===== src/rtl/imem_loader_if.sv =====
// -----------------------------------------------------------------------------
// imem_loader_if
// Bundles the loader's control, byte-stream and instruction-memory write
// signals.
//   start    : one-cycle load request
//   in_data  : program byte stream, in_valid / in_ready handshake
//   wr_en    : one-cycle instruction-memory write strobe (wr_addr, wr_data)
//   busy     : loader is not idle
//   done     : one-cycle end-of-load pulse
//   err      : sticky error flag
// The slave modport is the loader; the master modport is the byte source
// and load controller.
// -----------------------------------------------------------------------------
interface imem_loader_if;
    logic        start;
    logic [7:0]  in_data;
    logic        in_valid;
    logic        in_ready;
    logic        wr_en;
    logic [31:0] wr_addr;
    logic [31:0] wr_data;
    logic        busy;
    logic        done;
    logic        err;

    modport master (
        output start, in_data, in_valid,
        input  in_ready, wr_en, wr_addr, wr_data, busy, done, err
    );

    modport slave (
        input  start, in_data, in_valid,
        output in_ready, wr_en, wr_addr, wr_data, busy, done, err
    );
endinterface


===== src/rtl/imem_loader.sv =====
// -----------------------------------------------------------------------------
// imem_loader
// Receives a length-prefixed, checksummed program over a byte stream and
// writes it word by word into an instruction memory.
// Stream format: N, then N little-endian 32-bit words, then an XOR checksum
// over every preceding byte of the load.
// Ports:
//   clk   : clock, rising edge
//   reset : asynchronous, active-low reset
//   bus   : imem_loader_if.slave (start, byte stream, write port, status)
// All outputs are registered; each is loaded from the value it must show in
// the state being entered, so it lines up exactly with that state.
// -----------------------------------------------------------------------------
module imem_loader #(
    parameter logic [31:0] BASE_ADDR = 32'd4,
    parameter logic [31:0] ADDR_STEP = 32'd4,
    parameter int unsigned MAX_WORDS = 32'd16
) (
    input  logic          clk,
    input  logic          reset,
    imem_loader_if.slave  bus
);

    localparam logic [2:0] ST_IDLE  = 3'd0;
    localparam logic [2:0] ST_LEN   = 3'd1;
    localparam logic [2:0] ST_DATA  = 3'd2;
    localparam logic [2:0] ST_WRITE = 3'd3;
    localparam logic [2:0] ST_CSUM  = 3'd4;
    localparam logic [2:0] ST_FIN   = 3'd5;

    // Running XOR checksum update.
    function automatic logic [7:0] csum_update(input logic [7:0] csum, input logic [7:0] b);
        return csum ^ b;
    endfunction

    logic [2:0]  state_r,    state_s;
    logic [7:0]  len_r,      len_s;
    logic [7:0]  word_cnt_r, word_cnt_s;
    logic [1:0]  byte_cnt_r, byte_cnt_s;
    logic [31:0] asm_r,      asm_s;
    logic [7:0]  csum_r,     csum_s;
    logic        err_r,      err_s;
    logic [31:0] wr_addr_r,  wr_addr_s;
    logic [31:0] wr_data_r,  wr_data_s;
    logic        in_ready_r, in_ready_s;
    logic        wr_en_r,    wr_en_s;
    logic        busy_r,     busy_s;
    logic        done_r,     done_s;
    logic        accept_s;
    logic [31:0] assembled_s;

    // in_ready_r always equals the decode of the current state.
    assign accept_s    = bus.in_valid & in_ready_r;
    // Little-endian assembly: shifting bytes in from the top leaves the
    // first byte in bits [7:0] after four bytes.
    assign assembled_s = {bus.in_data, asm_r[31:8]};

    // Next-state, datapath and next-output computation.
    always_comb begin
        state_s    = state_r;
        len_s      = len_r;
        word_cnt_s = word_cnt_r;
        byte_cnt_s = byte_cnt_r;
        asm_s      = asm_r;
        csum_s     = csum_r;
        err_s      = err_r;
        wr_addr_s  = wr_addr_r;
        wr_data_s  = wr_data_r;

        case (state_r)
            ST_IDLE: begin
                if (bus.start) begin
                    err_s      = 1'b0;
                    word_cnt_s = 8'd0;
                    byte_cnt_s = 2'd0;
                    csum_s     = 8'd0;
                    state_s    = ST_LEN;
                end else begin
                    state_s    = ST_IDLE;
                end
            end
            ST_LEN: begin
                if (accept_s) begin
                    len_s  = bus.in_data;
                    csum_s = csum_update(csum_r, bus.in_data);
                    if (bus.in_data == 8'd0) begin
                        state_s = ST_CSUM;
                    end else if ({24'd0, bus.in_data} > MAX_WORDS) begin
                        err_s   = 1'b1;
                        state_s = ST_FIN;
                    end else begin
                        state_s = ST_DATA;
                    end
                end else begin
                    state_s = ST_LEN;
                end
            end
            ST_DATA: begin
                if (accept_s) begin
                    asm_s      = assembled_s;
                    csum_s     = csum_update(csum_r, bus.in_data);
                    byte_cnt_s = byte_cnt_r + 2'd1;
                    if (byte_cnt_r == 2'd3) begin
                        wr_addr_s = BASE_ADDR + ({24'd0, word_cnt_r} * ADDR_STEP);
                        wr_data_s = assembled_s;
                        state_s   = ST_WRITE;
                    end else begin
                        state_s   = ST_DATA;
                    end
                end else begin
                    state_s = ST_DATA;
                end
            end
            ST_WRITE: begin
                word_cnt_s = word_cnt_r + 8'd1;
                if ((word_cnt_r + 8'd1) < len_r) begin
                    state_s = ST_DATA;
                end else begin
                    state_s = ST_CSUM;
                end
            end
            ST_CSUM: begin
                if (accept_s) begin
                    if (bus.in_data != csum_r) begin
                        err_s = 1'b1;
                    end else begin
                        err_s = err_r;
                    end
                    state_s = ST_FIN;
                end else begin
                    state_s = ST_CSUM;
                end
            end
            ST_FIN: begin
                state_s = ST_IDLE;
            end
            default: begin
                state_s = ST_IDLE;
            end
        endcase

        in_ready_s = (state_s == ST_LEN) || (state_s == ST_DATA) || (state_s == ST_CSUM);
        wr_en_s    = (state_s == ST_WRITE);
        busy_s     = (state_s != ST_IDLE);
        done_s     = (state_s == ST_FIN);
    end

    // State, datapath and output registers.
    always_ff @(posedge clk or negedge reset) begin
        if (!reset) begin
            state_r    <= ST_IDLE;
            len_r      <= 8'd0;
            word_cnt_r <= 8'd0;
            byte_cnt_r <= 2'd0;
            asm_r      <= 32'd0;
            csum_r     <= 8'd0;
            err_r      <= 1'b0;
            wr_addr_r  <= 32'd0;
            wr_data_r  <= 32'd0;
            in_ready_r <= 1'b0;
            wr_en_r    <= 1'b0;
            busy_r     <= 1'b0;
            done_r     <= 1'b0;
        end else begin
            state_r    <= state_s;
            len_r      <= len_s;
            word_cnt_r <= word_cnt_s;
            byte_cnt_r <= byte_cnt_s;
            asm_r      <= asm_s;
            csum_r     <= csum_s;
            err_r      <= err_s;
            wr_addr_r  <= wr_addr_s;
            wr_data_r  <= wr_data_s;
            in_ready_r <= in_ready_s;
            wr_en_r    <= wr_en_s;
            busy_r     <= busy_s;
            done_r     <= done_s;
        end
    end

    assign bus.in_ready = in_ready_r;
    assign bus.wr_en    = wr_en_r;
    assign bus.wr_addr  = wr_addr_r;
    assign bus.wr_data  = wr_data_r;
    assign bus.busy     = busy_r;
    assign bus.done     = done_r;
    assign bus.err      = err_r;

endmodule

===== src/flat_wrapper.sv =====
// flat-port wrapper written by rule: the top's interface ports become plain ports
module imem_loader_flat 
#(
    parameter logic [31:0] BASE_ADDR = 32'd4,
    parameter logic [31:0] ADDR_STEP = 32'd4,
    parameter int unsigned MAX_WORDS = 32'd16
)
  (clk, reset, bus_start, bus_in_data, bus_in_valid, bus_in_ready, bus_wr_en, bus_wr_addr, bus_wr_data, bus_busy, bus_done, bus_err);
  imem_loader_if bus_i ();
  input  logic clk;
  input  logic reset;
  input wire logic [$bits(bus_i.start)-1:0] bus_start;
  input wire logic [$bits(bus_i.in_data)-1:0] bus_in_data;
  input wire logic [$bits(bus_i.in_valid)-1:0] bus_in_valid;
  output wire logic [$bits(bus_i.in_ready)-1:0] bus_in_ready;
  output wire logic [$bits(bus_i.wr_en)-1:0] bus_wr_en;
  output wire logic [$bits(bus_i.wr_addr)-1:0] bus_wr_addr;
  output wire logic [$bits(bus_i.wr_data)-1:0] bus_wr_data;
  output wire logic [$bits(bus_i.busy)-1:0] bus_busy;
  output wire logic [$bits(bus_i.done)-1:0] bus_done;
  output wire logic [$bits(bus_i.err)-1:0] bus_err;
  assign bus_i.start = bus_start;
  assign bus_i.in_data = bus_in_data;
  assign bus_i.in_valid = bus_in_valid;
  assign bus_in_ready = bus_i.in_ready;
  assign bus_wr_en = bus_i.wr_en;
  assign bus_wr_addr = bus_i.wr_addr;
  assign bus_wr_data = bus_i.wr_data;
  assign bus_busy = bus_i.busy;
  assign bus_done = bus_i.done;
  assign bus_err = bus_i.err;
  imem_loader #(.BASE_ADDR(BASE_ADDR), .ADDR_STEP(ADDR_STEP), .MAX_WORDS(MAX_WORDS)) u_core (.clk(clk), .reset(reset), .bus(bus_i));
endmodule

===== config.mk =====
export PLATFORM = sky130hd
export DESIGN_NAME = imem_loader_flat
export DESIGN_NICKNAME = d
export VERILOG_FILES = /design/src/rtl/imem_loader_if.sv /design/src/rtl/imem_loader.sv /design/src/flat_wrapper.sv
export SDC_FILE = /design/constraint.sdc
export NUM_CORES = 1
export LEC_CHECK = 0
export CAP_MARGIN = 20
export CORE_AREA = 2 2 105 107
export DETAILED_ROUTE_END_ITERATION = 10
export DIE_AREA = 0 0 107 109
export HOLD_SLACK_MARGIN = 0.02
export PLACE_DENSITY = 0.68
export SYNTH_ARGS = -nofsm -noshare
export SYNTH_HDL_FRONTEND = slang
export SYNTH_SLANG_ARGS = --single-unit

===== constraint.sdc =====
create_clock -name clk -period 7.7 [get_ports clk]
set_input_delay 1.155 -clock clk [delete_from_list [all_inputs] [get_ports clk]]
set_output_delay 1.155 -clock clk [all_outputs]
set_load 0.01 [all_outputs]

[Word-level counts from Yosys, hierarchy flattened]
Cells that the tools add are included.
Operators by class
  add/subtract/negate cells: 3
  $lt $le $gt $ge: 2
  equal/unequal tests: 19
  mux-type cells: 23
  bitwise logic cells: 2
  reduce and logical (&&, ||, !) cells: 17
Operators with widths (count)
  8-bit case mux with 2 select lines: 2
  8-bit 2-to-1 mux: 2
  3-bit case mux with 5 select lines: 1
  3-bit by 2-bit == test with 1-bit output (second input constant): 4
  3-bit 2-to-1 mux: 4
  2-bit by 1-bit inequality test with 1-bit output (second input constant): 6
  3-bit by 10-bit adder with 11-bit output (first input constant): 1
  1-bit 2-to-1 mux: 10
  3-bit == test (second input constant): 3
  3-bit AND reduction: 3
  8-bit by 1-bit adder with 8-bit output (second input constant): 1
  8-bit by 5-bit greater-than comparator with 1-bit output (second input constant): 1
  8-bit logical NOT: 1
  8-bit less-than comparator: 1
  8-bit inequality test: 1
  8-bit bitwise XOR: 1
  7-bit AND reduction: 1
  3-bit by 1-bit == test with 1-bit output (second input constant): 2
  2-bit AND reduction: 3
  2-bit nonzero test: 3
  3-bit nonzero test: 2
  2-bit 2-to-1 mux: 2
  2-bit inequality test (second input constant): 2
  2-bit case mux with 2 select lines: 1
  other kinds (7): 8
Storage, ports and cells
  bits in registers: 130
  output and inout bits: 69
  word-level logic and storage cells: 79

[Depth between registers and ports, before layout]
Gate-level depths: netlist (run 1).
  depth in word-level cells: 8
  mapped depth: 11

[Worst setup path after synthesis (run 1)]
No wires, ideal clock.
  path type: reg2reg
  start point: reg u_core.word_cnt_r[0]
  end point: reg u_core.in_ready_r (netlist: u_core.bus.in_ready)
  library setup time: 0.079 ns
  arrival: 2.379 ns
  setup slack: 5.242 ns
  cell stages (with the launch flop): 12
  cell sequence: dfrtp_1 ha_1 and3_1 nand3_1 xnor2_1 ha_1 a21o_1 a221oi_1 o22ai_1 a211oi_2 nand2_1 mux2i_1
Between the ends
  word-level cells in the longest chain between the ends: 7
  elaborated cells on any way between the ends: 9
Ends and longest elaborated chain
  from (decl): RTL line imem_loader.sv:38  | logic [7:0] word_cnt_r, word_cnt_s;
  from (signal assigned): RTL line imem_loader.sv:167  | word_cnt_r <= word_cnt_s;
  8-bit by 1-bit adder with 8-bit output (*): RTL line imem_loader.sv:116  | if ((word_cnt_r + 8'd1) < len_r) begin
  8-bit less-than comparator (*): RTL line imem_loader.sv:116
  3-bit 2-to-1 mux (*): RTL line imem_loader.sv:116
  3-bit case mux with 5 select lines (*): RTL line imem_loader.sv:70  | case (state_r)
  3-bit by 1-bit == test with 1-bit output / 3-bit by 2-bit == test with 1-bit output (equally long branches): RTL line imem_loader.sv:142  | in_ready_s = (state_s == ST_LEN) || (state_s == ST_DATA) || (state_s == ST_CSUM);
  1-bit logical OR: RTL line imem_loader.sv:142
  1-bit logical OR (*): RTL line imem_loader.sv:142
  net u_core.in_ready_s: RTL line imem_loader.sv:45  | logic in_ready_r, in_ready_s;
  to (signal assigned): RTL line imem_loader.sv:174  | in_ready_r <= in_ready_s;
  to (decl): RTL line imem_loader.sv:45
Mark *: on every way through the listed nets, which the timed path passes. The rest lies on a longest branch.
A chain may end at the register's enable or synchronous reset.

[Worst setup path in the final report (run 1)]
Ends and elaborated chain as after synthesis.

==> metrics.txt, run 1 <==
Die Y=109 µm; worst r2r src=u_core.word_cnt_r[0]; initial antenna violation count=0; Min-Delay Path Class=reg2reg; Cell Pwr Density=311 nW/µm²; critical-path cell list=ha_1 -> and3_1 -> nand3_1 -> xnor2_1 -> ha_1 -> a21o_1 -> a221oi_1 -> o22ai_1 -> a211oi_2 -> nand2_1 -> mux2i_1; R2R setup slack=4.72 ns; fin crit share=0.387; CTS root buf=clkbuf_8; WP data required=8.00 ns; largest net degree at the start of global routing=61; # IOs=81; measured slew at the worst slew-check pin=0.722 ns; final setup vio count=0; reg2reg path depth=11; dominant cells by area after synthesis=dfrtp_1 (54%), nand2_1 (11%), mux2_2 (5.4%); critical path's largest stage delay=0.47 ns; layout cells sized above 1=0.0986; Slew HR=0.518; Post-synth ARST share=1.00; CP top delay family=compound AO/OA/AOI/OAI gates; EDFF count, synth=0; Worst-path clk slew=0.09 ns; Yosys top cell area share=0.536; Core Util, Final=0.508; global-route wire length before repair=15700 µm; VDD IR max=0.131 mV; Clock H-tree levels=3; Final Hold Vio Count=0; Die Area=11700 µm²; Multi-input gate area=1870 µm²; Synth Cell Area=4620 µm²; Critical Path End Type=flop; DR vias/cell=4.91; total global-route track usage=0.174; CP max FO=7; CTS Buffer Depth=2; most instantiated cells after synthesis=nand2_1 (134), dfrtp_1 (99), o21ai_0 (32); Area Growth Syn to Fin=16.7%; Max-Cap Viols=0; Syn Area/Cell=10.1 µm²; Slew Viols, Final=0; fmax=336 MHz; setup bufs post-CTS=0; Fill cells=973; worst-skew pair later-pin latency=0.38 ns; CTS Buf Count=9; post_cts resized=0; IO buf count=57; Pleak=2.65 nW; CP bufs+invs=0; Setup CP Type=reg2reg; RR Endpoint=u_core.bus.in_ready; Hold Path Stages=2; status=finished, final reports clean; critical path startpoint category=flop; Synth cell types=49; final WL=9130 µm; Post-DRT Antenna Nets=0; HPWL after detailed placement=6380 µm; Yosys Warn Count=0; Initial DRT Pass Iterations=4; vias=3225; Final min period=2.98 ns; RSZ-0062 raised after global routing=false; Congestion Overflow GR=0; remaining routing DRC violations=0; critical hold path startpoint=u_core.asm_r[12]; most common cell in the netlist=nand2_1; Synth area leader=dfrtp_1; Sequential Area=2480 µm²; hold worst-path end=u_core.bus.wr_data[4]; First DRT Iteration DRCs=139; Core Area=10600 µm²; Starting Density=0.436; clk sink count=99; Clock Skew=0.00963 ns; main flop type after synthesis=dfrtp_1; Post-CTS Hold Fix Bufs=0; Worst Path Arrival=3.28 ns; CP Depth=11; vias in the first global route=3216; ANT cells=0; gpl congestion=0.813; Synth Instances=459; Seq/Total Area, Yosys=0.536; Crit path top cell by count=ha_1; Routed wire per std cell=13.9 µm; die extent in x=107 µm; CTS tree=built; row cnt=38; CP max stage cell=dfrtp_1; synthesized flop and latch total=99; Setup TNS=0 ns; Layout Nets=533
## where the power goes
part           switching [mW]  internal, mW
combinational           0.252         0.265
sequential              0.124         0.682
clock                   0.188         0.163
## cell usage in the layout, fill, tap and decap left out, drive strengths merged, types with 2 or more instances in the layout
cell	Yosys	routed
clkbuf	1	10
nand2	134	134
xor2	6	6
nor4	2	2
or2	2	2
mux2	29	29
a22o	2	2
nor3	4	4
inv	18	20
nand2b	9	9
a21o	3	3
buf	38	3
clkdlybuf4s50	0	56
xnor2	5	5
nand4	2	2
nor2	14	14
ha	9	9
nand3	5	5
dfrtp	99	99
and3	4	4
a21oi	8	8
mux2i	2	2
conb	1	23
clkinv	0	3
a31oi	3	3
o31ai	2	2
o21ai	42	42
## worst max-delay path by stage
stage | slack (ns) | startpoint | end
6_report | 4.72 | u_core.word_cnt_r[0] | u_core.bus.in_ready
5_1_grt | 4.48 | u_core.word_cnt_r[0] | u_core.bus.in_ready
4_1_cts | 4.68 | u_core.word_cnt_r[0] | u_core.bus.in_ready
3_5_place_dp | 4.59 | bus_in_valid | u_core.bus.wr_data[5]
3_3_place_gp | 4.62 | bus_in_data[1] | u_core.bus.in_ready
2_1_floorplan | 5.24 | u_core.word_cnt_r[0] | u_core.bus.in_ready
## final cells by class
type / instances / share of cell area
multi-input cells: 325 / 0.348
clock buffers: 10 / 0.0255
inverters: 18 / 0.0125
repair buffers: 59 / 0.108
clock inverters: 6 / 0.0135
flip-flops and latches: 99 / 0.460
well taps: 140 / 0.0325
## layer usage
| layer | up-vias | wire (µm) | global-route usage |
|---|---|---|---|
| li1 | 1594 | - | - |
| met1 | 1531 | 4470 | 0.243 |
| met2 | 90 | 4030 | 0.264 |
| met3 | 10 | 467 | 0.0460 |
| met4 | 0 | 159 | 0.0640 |
| met5 | - | 0 | 0 |
## registers in the layout (all words and copies together), names as in the netlist
| register | flops |
|---|---|
| u_core.bus.wr_en | 1 |
| u_core.bus.in_ready | 1 |
| u_core.state_r | 3 |
| u_core.byte_cnt_r | 2 |
| u_core.bus.wr_addr | 9 |
| u_core.csum_r | 8 |
| u_core.word_cnt_r | 8 |
| u_core.len_r | 8 |
| u_core.bus.err | 1 |
| u_core.asm_r | 24 |
| u_core.bus.wr_data | 32 |
| u_core.bus.busy | 1 |
| u_core.bus.done | 1 |
## logic make-up after synthesis
| kind of cell | after synthesis | synth area share |
|---|---|---|
| XOR/XNOR | 11 | 0.0209 |
| AND/OR/NAND/NOR | 181 | 0.174 |
| AO/OA/AOI/OAI | 70 | 0.0924 |
| buffers and inverters | 57 | 0.0756 |
| adder cells (fa/ha/maj) | 9 | 0.0244 |
| other | 1 | 0.000812 |
| multiplexers | 31 | 0.0750 |
| flip-flops | 99 | 0.536 |
## worst reg2reg max path: stages (launching register included)
cell and delay, ns:
dfrtp_1 0.47, ha_1 0.27, and3_1 0.24, nand3_1 0.15
xnor2_1 0.24, ha_1 0.30, a21o_1 0.18, a221oi_1 0.34
o22ai_1 0.17, a211oi_2 0.30, nand2_1 0.11, mux2i_1 0.15
## per-stage QoR
step / power, mW / worst slack [ns] / cells / cell area [µm²] / hold WS (ns)
global placement: 1.31 / 4.62 / 641 / 5180 / 0.446
CTS: 1.69 / 4.68 / 657 / 5390 / 0.475
detailed placement: 1.34 / 4.59 / 641 / 5180 / 0.453
global route: 1.80 / 4.48 / 657 / 5390 / 0.510
finish: 1.67 / 4.72 / 657 / 5390 / 0.468
floorplan: 1.15 / 5.24 / 481 / 4700 / 0.433
Note: power is estimated with default switching activity, not from simulation.
==> run 2, diff against run 1 <==
Settings changed: PLACE_DENSITY 0.68 to 0.71.
Clock period 7.7 ns to 2.7 ns, I/O delays scaled along.
==> metrics.txt, run 2 (synthesis results as in run 1) <==
vias=3389; commonest non-fill, non-tap cells in the layout=nand2_1 (134), dfrtp_1 (97), clkdlybuf4s50_1 (56); CP top delay family=compound AO/OA/AOI/OAI gates; Post-DRT Antenna Nets=0; critical hold path startpoint=u_core.asm_r[13]; layout cells sized above 1=0.159; Layout Nets=552; Starting Density=0.436; # IOs=81; critical path startpoint category=flop; Area after DPL=5300 µm²; initial antenna violation count=0; fin crit share=0.962; Area Growth Syn to Fin=22.7%; ANT cells=0; total global-route track usage=0.173; critical path's largest stage delay=0.40 ns; Die Area=11700 µm²; CTS root buf=clkbuf_8; reg2reg path depth=11; final setup vio count=0; Clock Skew=0.00983 ns; Core Area=10600 µm²; worst hold slack=0.476 ns; fmax=385 MHz; vias in the first global route=3267; Sequential Area=2480 µm²; DR vias/cell=5.01; worst r2r src=u_core.word_cnt_r[1]; busiest grt layer=met2; Crit path top cell by count=ha_1; Final Non-Filler Cells=676; CTS tree=built; Inst Count DP=654; Core Util, Final=0.534; largest net degree at the start of global routing=50; Setup TNS=0 ns; Placement Setup Slack=0.0414 ns; die extent in x=107 µm; Worst-path clk slew=0.10 ns; clk sink count=99; IO buf count=57; Cell Pwr Density=859 nW/µm²; HPWL after detailed placement=6690 µm; hold worst-path end=u_core.bus.wr_data[5]; CTS Buffer Depth=2; worst-skew pair later-pin latency=0.37 ns; design area=5670 µm²; Setup CP Type=reg2reg; flip-flop count of the largest register after layout=32; Final min period=2.60 ns; CP bufs+invs=1; measured slew at the worst slew-check pin=0.508 ns; post-route setup slack=0.102 ns; CTS Buf Count=9; Pleak=2.76 nW; Slew Viols, Final=0; most common cell after layout, fill and taps aside=nand2_1; gpl congestion=0.851; status=finished, final reports clean; VDD IR max=0.365 mV; Worst Path Arrival=2.86 ns; global-route wire length before repair=15800 µm; GR Util met1=0.229; Routed wire per std cell=14.3 µm; Min-Delay Path Class=reg2reg; final WL=9670 µm; Critical Path End Type=flop; CP Depth=11; CP max stage cell=dfrtp_1; First DRT Iteration DRCs=120; Max-Cap Viols=0; met3 Use GR=0.0257; R2R setup slack=0.10 ns; Slew HR=0.662; row cnt=38; CP max FO=4; remaining routing DRC violations=0; RR Endpoint=u_core.bus.in_ready; Setup crit start=u_core.word_cnt_r[1]; Final Hold Vio Count=0; Clock H-tree levels=3; Congestion Overflow GR=0; Power Total=4.87 mW; critical-path cell list=ha_1 -> and3_4 -> nand3_2 -> xnor2_2 -> ha_1 -> a21o_1 -> a221oi_2 -> o22ai_2 -> a211oi_2 -> buf_4 -> mux2i_1; Fill cells=941; Multi-input gate area=1970 µm²; Die Y=109 µm; WP data required=2.96 ns; GRT met2 Usage=0.288; Hold Path Stages=2; Initial DRT Pass Iterations=4
==> run 2: final cells by class <==
cell class	instances	area share
clock buffers	9	0.0219
multi-input cells	325	0.348
inverters	18	0.0119
well taps	140	0.0309
flip-flops and latches	99	0.438
clock inverters	7	0.0163
repair buffers	78	0.133
==> run 2: worst max path at each step <==
stage / end / slack (ns)
after floorplan: u_core.bus.in_ready / 0.24
after global placement: u_core.bus.in_ready / 0.17
after detailed placement: u_core.bus.in_ready / 0.04
after CTS: u_core.bus.in_ready / 0.0002
after global routing: u_core.bus.in_ready / -0.07
final: u_core.bus.in_ready / 0.10
==> run 2: report_power, final <==
part | leakage, nW | switching (mW) | total, mW | internal, mW
clock network | 0.109 | 0.566 | 1.02 | 0.454
registers | 1.29 | 0.348 | 2.29 | 1.95
logic | 1.37 | 0.758 | 1.55 | 0.794
==> run 2: timing repair <==
item / 4_1_cts / 5_1_grt
pin swaps: 0 / 6
hold buffers: 1 / 0
gates resized for setup: 0 / 18
hold endpoints to repair: 35 / 0
setup buffers: 1 / 4
endpoints found under the setup margin: 1 / 4
==> run 2: worst register-to-register path: stages, from the launching register on <==
cell and delay, ns:
dfrtp_1 0.40, ha_1 0.19, and3_4 0.21, nand3_2 0.11, xnor2_2 0.24, ha_1 0.28
a21o_1 0.19, a221oi_2 0.28, o22ai_2 0.13, a211oi_2 0.25, buf_4 0.16, mux2i_1 0.07
==> run 2: per-layer routing <==
| layer | wire length [µm] | share of wire | up-vias |
|---|---|---|---|
| met1 | 4360 | 0.45 | 1651 |
| met5 | 0 | 0 | - |
| li1 | - | - | 1623 |
| met2 | 4610 | 0.48 | 99 |
| met4 | 202 | 0.021 | 0 |
| met3 | 496 | 0.051 | 16 |
==> variant 1 (settings of run 2) <==
Reset style: synchronous (`reset`), changed in one clocked block. Comments in the files are not updated.
--- a/src/rtl/imem_loader.sv
+++ b/src/rtl/imem_loader.sv
@@ -148,3 +148,3 @@
     // State, datapath and output registers.
-    always_ff @(posedge clk or negedge reset) begin
+    always_ff @(posedge clk) begin
         if (!reset) begin
Behaviour: differs if reset is asserted again (counterexample within 4 cycles, from zero or initial values and one cycle with reset low); with reset held inactive, the same outputs for 10 cycles.
==> variant 1 against run 2 <==
  * Via count rose by 7.7%
  * Synthesized area up 0.16%
  * Sequential cell count unchanged
  * Setup slack gained 0.084 ns
  * First-iteration DRC count grew 33%
  * Clock skew decreased by 0.0036 ns
  * Count of clock-buffer cells in the layout increased by 4
  * Critical endpoint is now u_core.bus.in_ready
  * Wire length increased by 4.5%
  * Design area down 4.8%
  * Non-clock buffer count down 8
  * Synthesized cell count grew 19%
Power is not compared: it rests on default switching activity, and its combinational part moved more than twofold at a synthesized area within 25%.
==> variant 1: results (changes against run 2) <==
Overall Global Routing Usage 17.69% (+0.35 points); CP top delay family compound AO/OA/AOI/OAI gates; met1 WL 4757 µm (+9.1%); Antenna Cells 0 (unchanged); Layout Nets 608 (+10%); Detailed Place HPWL 7155 µm (+6.9%); pin count of the biggest net entering global routing 36 (-28%); Post-Synth Adder-Cell Area 2.434% (-0.0040 points); register share of the cell area 36.75% (-7.0 points); status finished, final reports clean; RePlAce Congestion 0.8307 (-2.3%); comb pwr around 200 µW; sequential fraction of the synthesis area 42.85% (-11 points); setup bufs post-CTS 0 (-1); clkbuf count 13 (+4); synth top area cells dfxtp_1, a21boi_0, nand2_1; CP max stage cell dfxtp_1; port bufs 57 (unchanged); GR Util met1 22.30% (-0.60 points); met2 Usage GRT 29.48% (+0.68 points); Synthesis Warnings 0 (unchanged); Logic pwr share roughly 7.2%; fillers 991 (+5.3%); hold-fix buffers at CTS 0 (-1); DR pass1 iterations 4 (unchanged); vias 3649 (+7.7%); peak supply drop approximately 0.27 mV; multiplexer share of the synthesized area 2.164% (-5.3 points); max reg flops 32 (unchanged); first-pass GRT wire length 16150 µm (+2.2%); share of layout cells above drive strength 1 6.091% (-9.8 points); fraction of standard cell area in multi-input logic 43.01% (+8.2 points); Post-synth top cells nand2_1, dfxtp_1, a21boi_0; Clock Network Area Fraction 3.872% (+0.052 points); internal power 2.099 mW; xor/xnor share of the synthesized area 2.624% (+0.54 points); asr flop ratio synth 0% (-100 points); DR WL met2 4730 µm (+2.7%); Distinct cells, synth 50 (+2.0%); met3 wire length 375 µm (-24%); multi-input gates 395 (+22%); H-tree Lvls 3 (unchanged); wire length per cell 13.82 µm (-3.4%); post-synthesis compound-gate area fraction 17.88% (+8.6 points); met3 Use GR 3.885% (+1.3 points); Worst EP arrival 2.82 ns (-0.04 ns); inverters 12 (-6); Non-clock buffers 70 (-10%); Resized cells post-CTS 0 (unchanged); Data buffer area share 12.29% (-1.0 points); vias in the first global route 3397 (+4.0%); remaining design rule violation count 0 (unchanged); largest stage delay on the critical path 0.40 ns (about the same); DR iter-0 viols 159 (+33%); Setup Skew 0.006272 ns (-0.003560 ns); Slew HR 55.59% (-11 points)
==> variant 1: changes by cell type in the layout (fill, tap and decap cells not counted), moves of 16 or more <==
cell and change:
nor2_1 +20, a21boi_0 +63, dfxtp_1 +98, dfrtp_1 -97, o21ai_0 -16, mux2_2 -22
nor2b_1 +20
==> variant 1: worst paths after layout <==
check	start	to	slack, ns	depth (start not counted)
min reg2reg	u_core.asm_r[8]	u_core.asm_r[8]	0.47	2
max reg2reg	u_core.word_cnt_r[1]	u_core.bus.in_ready	0.19	9
max	u_core.word_cnt_r[1]	u_core.bus.in_ready	0.19	9
min	u_core.asm_r[8]	u_core.asm_r[8]	0.47	2
==> variant 1: per-stage QoR <==
stage	util, %	worst slack [ns]	area, µm²	cells	hold slack, ns
detailed placement	48.89	0.1403	5184	716	0.4587
global placement	48.89	0.2691	5184	716	0.4544
finish	50.90	0.1860	5396	731	0.4659
global route	50.90	-0.004929	5396	731	0.4835
floorplan	-	0.3807	4708	566	0.4412
CTS	50.86	0.1240	5393	731	0.4711
==> variant 2 (settings of run 2) <==
Made on the original files. `MAX_WORDS` is set to 32'd16 in 2 places; all go to 32'd12.
--- a/src/rtl/imem_loader.sv
+++ b/src/rtl/imem_loader.sv
@@ -16,3 +16,3 @@
     parameter logic [31:0] ADDR_STEP = 32'd4,
-    parameter int unsigned MAX_WORDS = 32'd16
+    parameter int unsigned MAX_WORDS = 32'd12
 ) (
--- a/src/flat_wrapper.sv
+++ b/src/flat_wrapper.sv
@@ -5,3 +5,3 @@
     parameter logic [31:0] ADDR_STEP = 32'd4,
-    parameter int unsigned MAX_WORDS = 32'd16
+    parameter int unsigned MAX_WORDS = 32'd12
 )
Check against the original RTL: not equivalent (a bounded check fails within 4 cycles, from zero or initial values and one cycle with reset low).
==> variant 2 against run 2 <==
  * Global-route usage down 1.6 points
  * Design area decreased by 5.5%
  * Power fell by 29%
  * Largest cell class unchanged
  * Sequential cell count stayed put
  * Clock skew shrank 0.0041 ns
  * Wire length decreased by 12%
  * Setup slack gained 0.11 ns
  * Synthesized area down 3.3%
  * Critical endpoint is now u_core.state_r[2]
  * Clock power down 21%
==> variant 2: results (changes against run 2) <==
status finished, final reports clean; first-pass GRT wire length 14190 µm (-10%); Synthesis Warnings 0 (unchanged); CP top delay family simple AND/OR/NAND/NOR gates; Logic pwr share 24.0% (-7.9 points); P_sw 1.069 mW (-36%); reg2reg path depth 9 (-2); Worst EP arrival 2.72 ns (-0.14 ns); port bufs 57 (unchanged); DR WL met2 4320 µm (-6.2%); met3 wire length 323 µm (-35%); sequential fraction of the synthesis area 55.49% (+1.8 points); Detailed Place HPWL 6330 µm (-5.4%); Overall Global Routing Usage 15.71% (-1.6 points); dpl cells 565 (-14%); vias 2879 (-15%); peak supply drop 0.3646 mV (-0.12%); CP max stage cell or3_2; Crit Reg-Reg Startpoint u_core.word_cnt_r[0]; Leak 2.626 nW (-5.0%); worst hold slack 0.04839 ns (-0.4275 ns); wire length per cell 14.73 µm (+3.0%); pin count of the biggest net entering global routing 52 (+4.0%); DP Worst Slack 0.1101 ns (+0.06875 ns); Layout Nets 457 (-17%); HP Class in2async; fillers 961 (+2.1%); total power 3.443 mW (-29%); Setup crit end u_core.state_r[2]; Mapped Avg Cell Area 12.16 µm² (+21%); GR Util met1 20.09% (-2.8 points); Post-synth top cells dfrtp_1, mux2_2, o21ai_0; Routed WL 8527 µm (-12%); met1 WL 3825 µm (-12%); Slew HR 59.25% (-6.9 points); maximum fanout along the worst path 7 (+3); Reg2Reg Setup Slack 0.22 ns (+0.11 ns); met2 Usage GRT 26.93% (-1.9 points); DR iter-0 viols 102 (-15%); RePlAce Congestion 0.8271 (-2.8%); largest stage delay on the critical path 0.48 ns (+0.08 ns); Post-Place Cell Area 0.005201 mm² (-1.9%); setup bufs post-CTS 0 (-1); Setup Skew 0.005737 ns (-0.004095 ns)
## variant 2: changes by cell type in the layout (fill, tap and decap cells not counted), sizes merged, moves of 4 or more
cell	change
nand2	-116
mux2	+41
o21ai	-11
inv	-7
a21oi	-6
a22o	+5
buf	-4
## variant 2: layout make-up
type                            instances  area [µm²]  area share, %
Sequential cell                        99        2477          46.24
Timing Repair Buffer                   73       700.7          13.08
Tap cell                              140       175.2          3.269
Clock buffer                           10       127.6          2.382
Clock inverter                          4       28.78         0.5371
Multi-Input combinational cell        239        1795          33.51
Inverter                               14       52.55         0.9808
## variant 2: cells by family (layout without fill, tap and decap cells)
logic type | count (synthesis) | after routing | synth area share [%]
compound gates | 55 | 55 | 7.904
other cells | 1 | 23 | 0.08400
mux | 71 | 71 | 17.88
xor+xnor | 9 | 9 | 1.766
buf+inv | 51 | 101 | 6.250
fa+ha+maj | 9 | 9 | 2.522
simple gates | 72 | 72 | 8.100
flops | 99 | 99 | 55.49
